$ cat src/rtl/srff_cmd_arbiter.sv
// Round-robin arbiter that shares one srff between NREQ requesters, issuing a one-cycle SR command per grant.
// Optional readback check of the flip-flop output is enabled by defining SRFF_ARB_CHECK_EN.
module srff_cmd_arbiter #(
  parameter int NREQ = 4
) (
  input  logic              clk,
  input  logic              rst,
  input  logic [NREQ-1:0]   req,
  input  logic [2*NREQ-1:0] cmd,
  input  logic              q_in,
  output logic [1:0]        sr_out,
  output logic [NREQ-1:0]   gnt,
  output logic              done,
  output logic              busy,
  output logic              err,
  output logic [1:0]        state_dbg
);

  localparam int PW = $clog2(NREQ);

  typedef enum logic [1:0] {
    IDLE   = 2'd0,
    GRANT  = 2'd1,
    ISSUE  = 2'd2,
    SETTLE = 2'd3
  } state_e;

  // Handshake: a requester holds req high until it sees its one-cycle gnt
  // pulse; cmd for that requester must be stable when req is first seen.
  state_e          state;
  logic [NREQ-1:0] req_r;
  logic [PW-1:0]   ptr;
  logic [PW-1:0]   w_r;
  logic [PW-1:0]   win;
  logic            found;
  logic [PW:0]     idx;
  logic [1:0]      cmd_r;
  logic            err_r;

  // Search the registered request vector starting at ptr, wrapping at NREQ.
  always_comb begin
    win   = '0;
    found = 1'b0;
    idx   = '0;
    for (int i = 0; i < NREQ; i++) begin
      idx = {1'b0, ptr} + (PW+1)'(i);
      if (idx >= (PW+1)'(NREQ)) idx = idx - (PW+1)'(NREQ);
      if (!found && req_r[idx[PW-1:0]]) begin
        found = 1'b1;
        win   = idx[PW-1:0];
      end
    end
  end

`ifdef SRFF_ARB_CHECK_EN
  logic q_prev;
  logic q_exp;
  logic chk_err;

  always_comb begin
    q_exp = q_prev;
    if (cmd_r == 2'b10) q_exp = 1'b1;
    else if (cmd_r == 2'b01) q_exp = 1'b0;
  end

  // The flip-flop captures the command at the edge entering SETTLE, so q_in
  // already shows the result while done is high.
  assign chk_err = (state == SETTLE) && (q_in != q_exp);
  assign err     = err_r | chk_err;

  always_ff @(posedge clk) begin
    if (rst) q_prev <= 1'b0;
    else if (state == IDLE && found) q_prev <= q_in;
  end
`else
  logic unused_q_in;
  assign unused_q_in = q_in;
  assign err         = err_r;
`endif

  assign state_dbg = state;

  always_ff @(posedge clk) begin
    if (rst) begin
      state  <= IDLE;
      req_r  <= '0;
      ptr    <= '0;
      w_r    <= '0;
      cmd_r  <= 2'b00;
      sr_out <= 2'b00;
      gnt    <= '0;
      done   <= 1'b0;
      busy   <= 1'b0;
      err_r  <= 1'b0;
    end else begin
      req_r  <= req;
      gnt    <= '0;
      done   <= 1'b0;
      err_r  <= 1'b0;
      sr_out <= 2'b00;
      case (state)
        IDLE: begin
          if (found) begin
            state <= GRANT;
            w_r   <= win;
            gnt   <= NREQ'(1) << win;
            cmd_r <= cmd[{win, 1'b0} +: 2];
            busy  <= 1'b1;
          end
        end
        GRANT: begin
          state  <= ISSUE;
          // The forbidden S=R=1 code never reaches the flip-flop.
          sr_out <= (cmd_r == 2'b11) ? 2'b00 : cmd_r;
          err_r  <= (cmd_r == 2'b11);
        end
        ISSUE: begin
          state <= SETTLE;
          done  <= 1'b1;
          ptr   <= (w_r == PW'(NREQ - 1)) ? '0 : w_r + PW'(1);
        end
        SETTLE: begin
          state <= IDLE;
          busy  <= 1'b0;
        end
        default: state <= IDLE;
      endcase
    end
  end

endmodule

$ cat config.mk
export PLATFORM = sky130hd
export DESIGN_NAME = srff_cmd_arbiter
export DESIGN_NICKNAME = d
export VERILOG_FILES = /design/src/rtl/srff_cmd_arbiter.sv
export SDC_FILE = /design/constraint.sdc
export NUM_CORES = 1
export LEC_CHECK = 0
export BUFFER_PORTS_ARGS = -buffer_cell sky130_fd_sc_hd__buf_2
export CELL_PAD_IN_SITES_DETAIL_PLACEMENT = 1
export CELL_PAD_IN_SITES_GLOBAL_PLACEMENT = 1
export CORE_UTILIZATION = 40
export DETAILED_ROUTE_END_ITERATION = 10
export PLACE_DENSITY_LB_ADDON = 0.1
export RECOVER_POWER = 100
export SLEW_MARGIN = 15
export SYNTH_ARGS = -nofsm -noshare
export SYNTH_HDL_FRONTEND = slang
export SYNTH_SLANG_ARGS = --single-unit
$ cat constraint.sdc
create_clock -name clk -period 2.3 [get_ports clk]
set_input_delay 0.69 -clock clk [delete_from_list [all_inputs] [get_ports clk]]
set_output_delay 0.69 -clock clk [all_outputs]
set_load 0.05 [all_outputs]
Word level (Yosys, flattened, before mapping)

Cells that the tools add are included.

Register bits: 21
Input bits: 15
Output and inout port bits: 11
Logic and storage cells: 76

Add/sub/neg operators: 8
Order comparisons: 8
Equality and inequality tests: 6
Shift-type cells: 2
Multiplexer cells: 26
Bitwise gates (word level): 3
Reduce and logical (&&, ||, !) cells: 13

Operators with widths:

| kind                  | count |
|---|---|
| $mux W2               | 10 |
| $lt A2 B3 Y1 const B  | 4 |
| $mux W1               | 10 |
| $ge A3 B3 Y1 const B  | 3 |
| $bmux W1 S2           | 4 |
| $eq A2 B2 Y1 const B  | 4 |
| $pmux W2 S4           | 1 |
| $shiftx A8 B4 Y2      | 1 |
| $sub A2 B1 Y2 const B | 4 |
| $add A2 B2 Y3 const B | 2 |
| $reduce_or A3 Y1      | 2 |
| $reduce_and A2 Y1     | 2 |
| $shl A1 B2 Y4 const A | 1 |
| $add A2 B1 Y3 const B | 1 |
| $ge A2 B3 Y1 const B  | 1 |
| $logic_and A1 B1 Y1   | 3 |
| $logic_not A1 Y1      | 3 |
| $not A1 Y1            | 3 |
| $add A2 B1 Y2 const B | 1 |
| $eq A2 B1 Y1 const B  | 1 |
| $logic_not A2 Y1      | 1 |
| $ne A2 B2 Y1 const B  | 1 |
| $pmux W1 S2           | 1 |
| $reduce_bool A2 Y1    | 1 |
| $reduce_or A2 Y1      | 1 |

Longest topological paths before layout

Depth after elaboration: 16
Depth in mapped cells: 6

Worst setup path before layout

OpenSTA, ideal clock, no wires.

Path kind: reg2reg
Start: register state[0], in the netlist state_dbg[0]
End: register cmd_r[0]
Setup time: 0.133 ns
Arrival time: 1.567 ns
Required time: 2.167 ns
Slack: 0.599 ns
Cell stages (with the launch flop): 7
Path buffers: 0
Clock period less this slack: 1.701 ns
Path through: dfxtp_1 -> inv_1 -> ha_1 -> or2b_4 -> nor2_2 -> nand2_2 -> o221ai_1

Cells in the longest elaborated chain, start to end: 2

Ends and longest elaborated chain:

| what                               | line | text |
|---|---|---|
| start: declaration                 | 30   | `state_e state;` |
| start signal: assignment           | 85   | `state <= IDLE;` |
| start signal: assignment           | 104  | `state <= GRANT;` |
| start signal: assignment           | 112  | `state <= ISSUE;` |
| $logic_not A2 Y1                   | 101  | `case (state)` |
| $reduce_and A2 Y1 (no source line) | -    |  |
| end signal: assignment             | 107  | `cmd_r <= cmd[{win, 1'b0} +: 2];` |
| end: declaration                   | 37   | `logic [1:0] cmd_r;` |

No other way between the ends.
A chain may end at the register's enable or synchronous reset.

Worst setup path in the final report

Start: register state[0], in the netlist state_dbg[0]
End: output port state_dbg[0]

RTL lines:

| what             | line | text |
|---|---|---|
| end: declaration | 16   | `output logic [1:0] state_dbg` |

No word-level cell between the ends.

==> metrics.cfg <==
[floorplanning]
initial_core_util_pct=44.61
dieArea_um2=2472
die_width_um=49.72
std_cell_rows=16
chipHeight_um=49.72
core_area_um2=2042
ios=26

[clock_network]
clk_latency_ps=300
cts_made_buffers=3
cts_resized=0
post_cts_buffers=0
cts.clk_slew.worst_paths_ps=110
cts.path.max_buffers=2
h-tree-depth=1
cts_tree=done
cts_sinks=21
postCtsHoldBufs=0
cts_root_buf=clkbuf_4

[logic_synthesis]
syn_area_per_cell_um2=10.35
muxShareOfSynthArea_pct=8.791
netlist.area_leader.share_pct=46.15
synth_flop_cell=dfxtp_1
ys_seq_area_share_pct=46.15
synth_xor_area_share_pct=0
synth_compound_area_share_pct=11.81
synthSimpleGateAreaFrac_pct=21.29
yosys.area.top_type=dfxtp_1
synth.distinct_cells=27
synth_adder_area_share_pct=8.242
netlist_instances=88
synth_top_family_by_area=simple AND/OR/NAND/NOR gates
synth_seq_cells=21
ys_warn_count=0
synth_fp_nets=109
syn_area_um2=910.9
synth_edf_count=0
synth_area_leaders=dfxtp_1, mux2i_1, ha_1, nor2_1, nor2b_1
synthArstFlopShare_pct=0

[final_layout]
stdcell_area_um2=1051
syn2layout_area_growth_pct=15.38
final_util_pct=51.47
drive_gt1_share_pct=20.18
diodes=0
final_nets=136
fin_cells=141

[sta]
clock.fmax_ghz=0.5251
max_slew.worst_pin.slew_ps=832.7
finClkSkew_ps=1.074
rsz0062_at_grt=false
fin_crit_sh_pct=82.79
finalMaxSlewViolations=0
setup_viol_count_final=0
period_needed_ps=1904
slew_headroom_pct=44.48
setup_ws_ps=395.8
hold_violations=0
tns_ps=0

[drt]
drt_first_pass_iters=3
drt_iter0_markers=2
drt-vias-per-instance=5.028
wirelength_um=1903
wl_per_cell_um=13.50
vias=709
post-route-drc-count=0
ant_nets=0

[run_status]
outcome=completed

[power_and_ir_drop]
power.leakage_nw=0.4308
power_density_nw_per_um2=1065
vdd_drop_max_uv=626.1

[setup_path]
cp_slowest_stage_delay_ps=490
worstPathCellList=clkbuf_1
required_ps=1610
slowest_stage=clkbuf_1
arrival_ps=1210
path_delay_family=buffers and inverters
critPathMaxFanout=5
crit_type=reg2out
critPathBufInv=1
startpoint_type=register
crit_path_end_kind=output pin

[place]
numPortBuffers=24
placed_area_um2=1050
post-place-ws_ps=681.8
gp_congestion=0.7037
dp_hpwl_um=1447
placedCellCount=137

[global_routing]
grt_max_degree=19
grt_pass1_vias=720
grt-ovfl-total=0
grt_pass1_wl_um=3215
antenna_found_initial=0
grt_util_all_layers_pct=17.39

[flow_run]
drv_cap=0

[worst_hold_path]
hp-class=reg2reg

## cell families (layout without fill, tap and decap cells)
kind of cell,after synthesis,in the layout
flip-flops,21,21
adder cells (fa/ha/maj),6,6
AO/OA/AOI/OAI,13,13
AND/OR/NAND/NOR,33,33
buffers and inverters,7,33
multiplexers,8,8
## worst paths after layout
kind / cells past startpoint / slack [ps] / endpoint / from
worst max-delay path: 1 / 400 / state_dbg[0] / state_dbg[0]$_SDFFE_PP0P_
worst min-delay path: 1 / 490 / sr_out[0]$_SDFF_PP0_ / cmd_r[1]$_SDFFE_PP0P_
worst max register to register: 5 / 400 / cmd_r[1]$_SDFFE_PP0P_ / req_r[0]$_SDFF_PP0_
worst min register to register: 1 / 490 / sr_out[0]$_SDFF_PP0_ / cmd_r[1]$_SDFFE_PP0P_
## cell usage in the layout, fill, tap and decap left out
cell and instances:
and4b_1 1, o221ai_1 2, nor2b_1 5, a21oi_1 5, nand2b_1 1, a311oi_2 1, a21oi_2 1, o2bb2a_4 1
nand3_1 2, clkbuf_1 12, o21ai_2 1, mux2i_1 8, nand2b_2 1, buf_2 12, nor2_2 1, nand2_1 4
nor2_1 12, ha_1 6, or2b_2 1, inv_1 5, o21ai_0 1, nor4_1 1, dfxtp_1 21, clkbuf_4 3
clkinv_2 1, nand3b_1 2, a22oi_1 1, nor4bb_1 2
## final cells by class
cell class              instances  area, µm²
fillers                       253      991.0
multi-input cells              60      445.4
flip-flops and latches         21      420.4
repair buffers                 24      105.1
well taps                      27      33.78
clock buffers                   3      22.52
inverters                       5      18.77
clock inverters                 1      5.005
## flip-flops by register name (all words and copies together) (netlist names)
signal / count
w_r: 2
sr_out: 2
cmd_r: 2
done: 1
state_dbg: 2
busy: 1
err: 1
req_r: 4
gnt: 4
ptr: 2
## synthesized netlist by cell type (all sizes together), types with 2 or more instances
library cell / number
nand2b: 2
nand3b: 2
nor4bb: 2
nand3: 2
nand2: 4
nor2: 13
mux2i: 8
o221ai: 2
a21oi: 6
dfxtp: 21
o21ai: 2
nor2b: 5
ha: 6
inv: 5
## metal layers
metal / part of all wire [%] / vias to the layer above / track usage, %
met1: 44 / 337 / 19.92
met4: 1.8 / 0 / 7.143
li1: - / 353 / -
met3: 2.8 / 5 / 2.778
met2: 51 / 14 / 31.53
met5: 0 / - / 0
## power breakdown
group / switching (mW) / internal, mW / total (mW)
sequential: 0.0584 / 0.431 / 0.489
clock: 0.111 / 0.0649 / 0.176
combinational: 0.305 / 0.150 / 0.454
total: 0.474 / 0.645 / 1.12
## stage by stage
| step | hold WS (ps) | total power [mW] |
|---|---|---|
| floorplan | 425.0 | 0.8647 |
| global placement | 462.8 | 0.9573 |
| detailed placement | 473.2 | 0.9766 |
| CTS | 491.3 | 1.153 |
| global route | 524.7 | 1.210 |
| finish | 488.4 | 1.119 |
No activity file was read; power rests on OpenSTA's default activity.
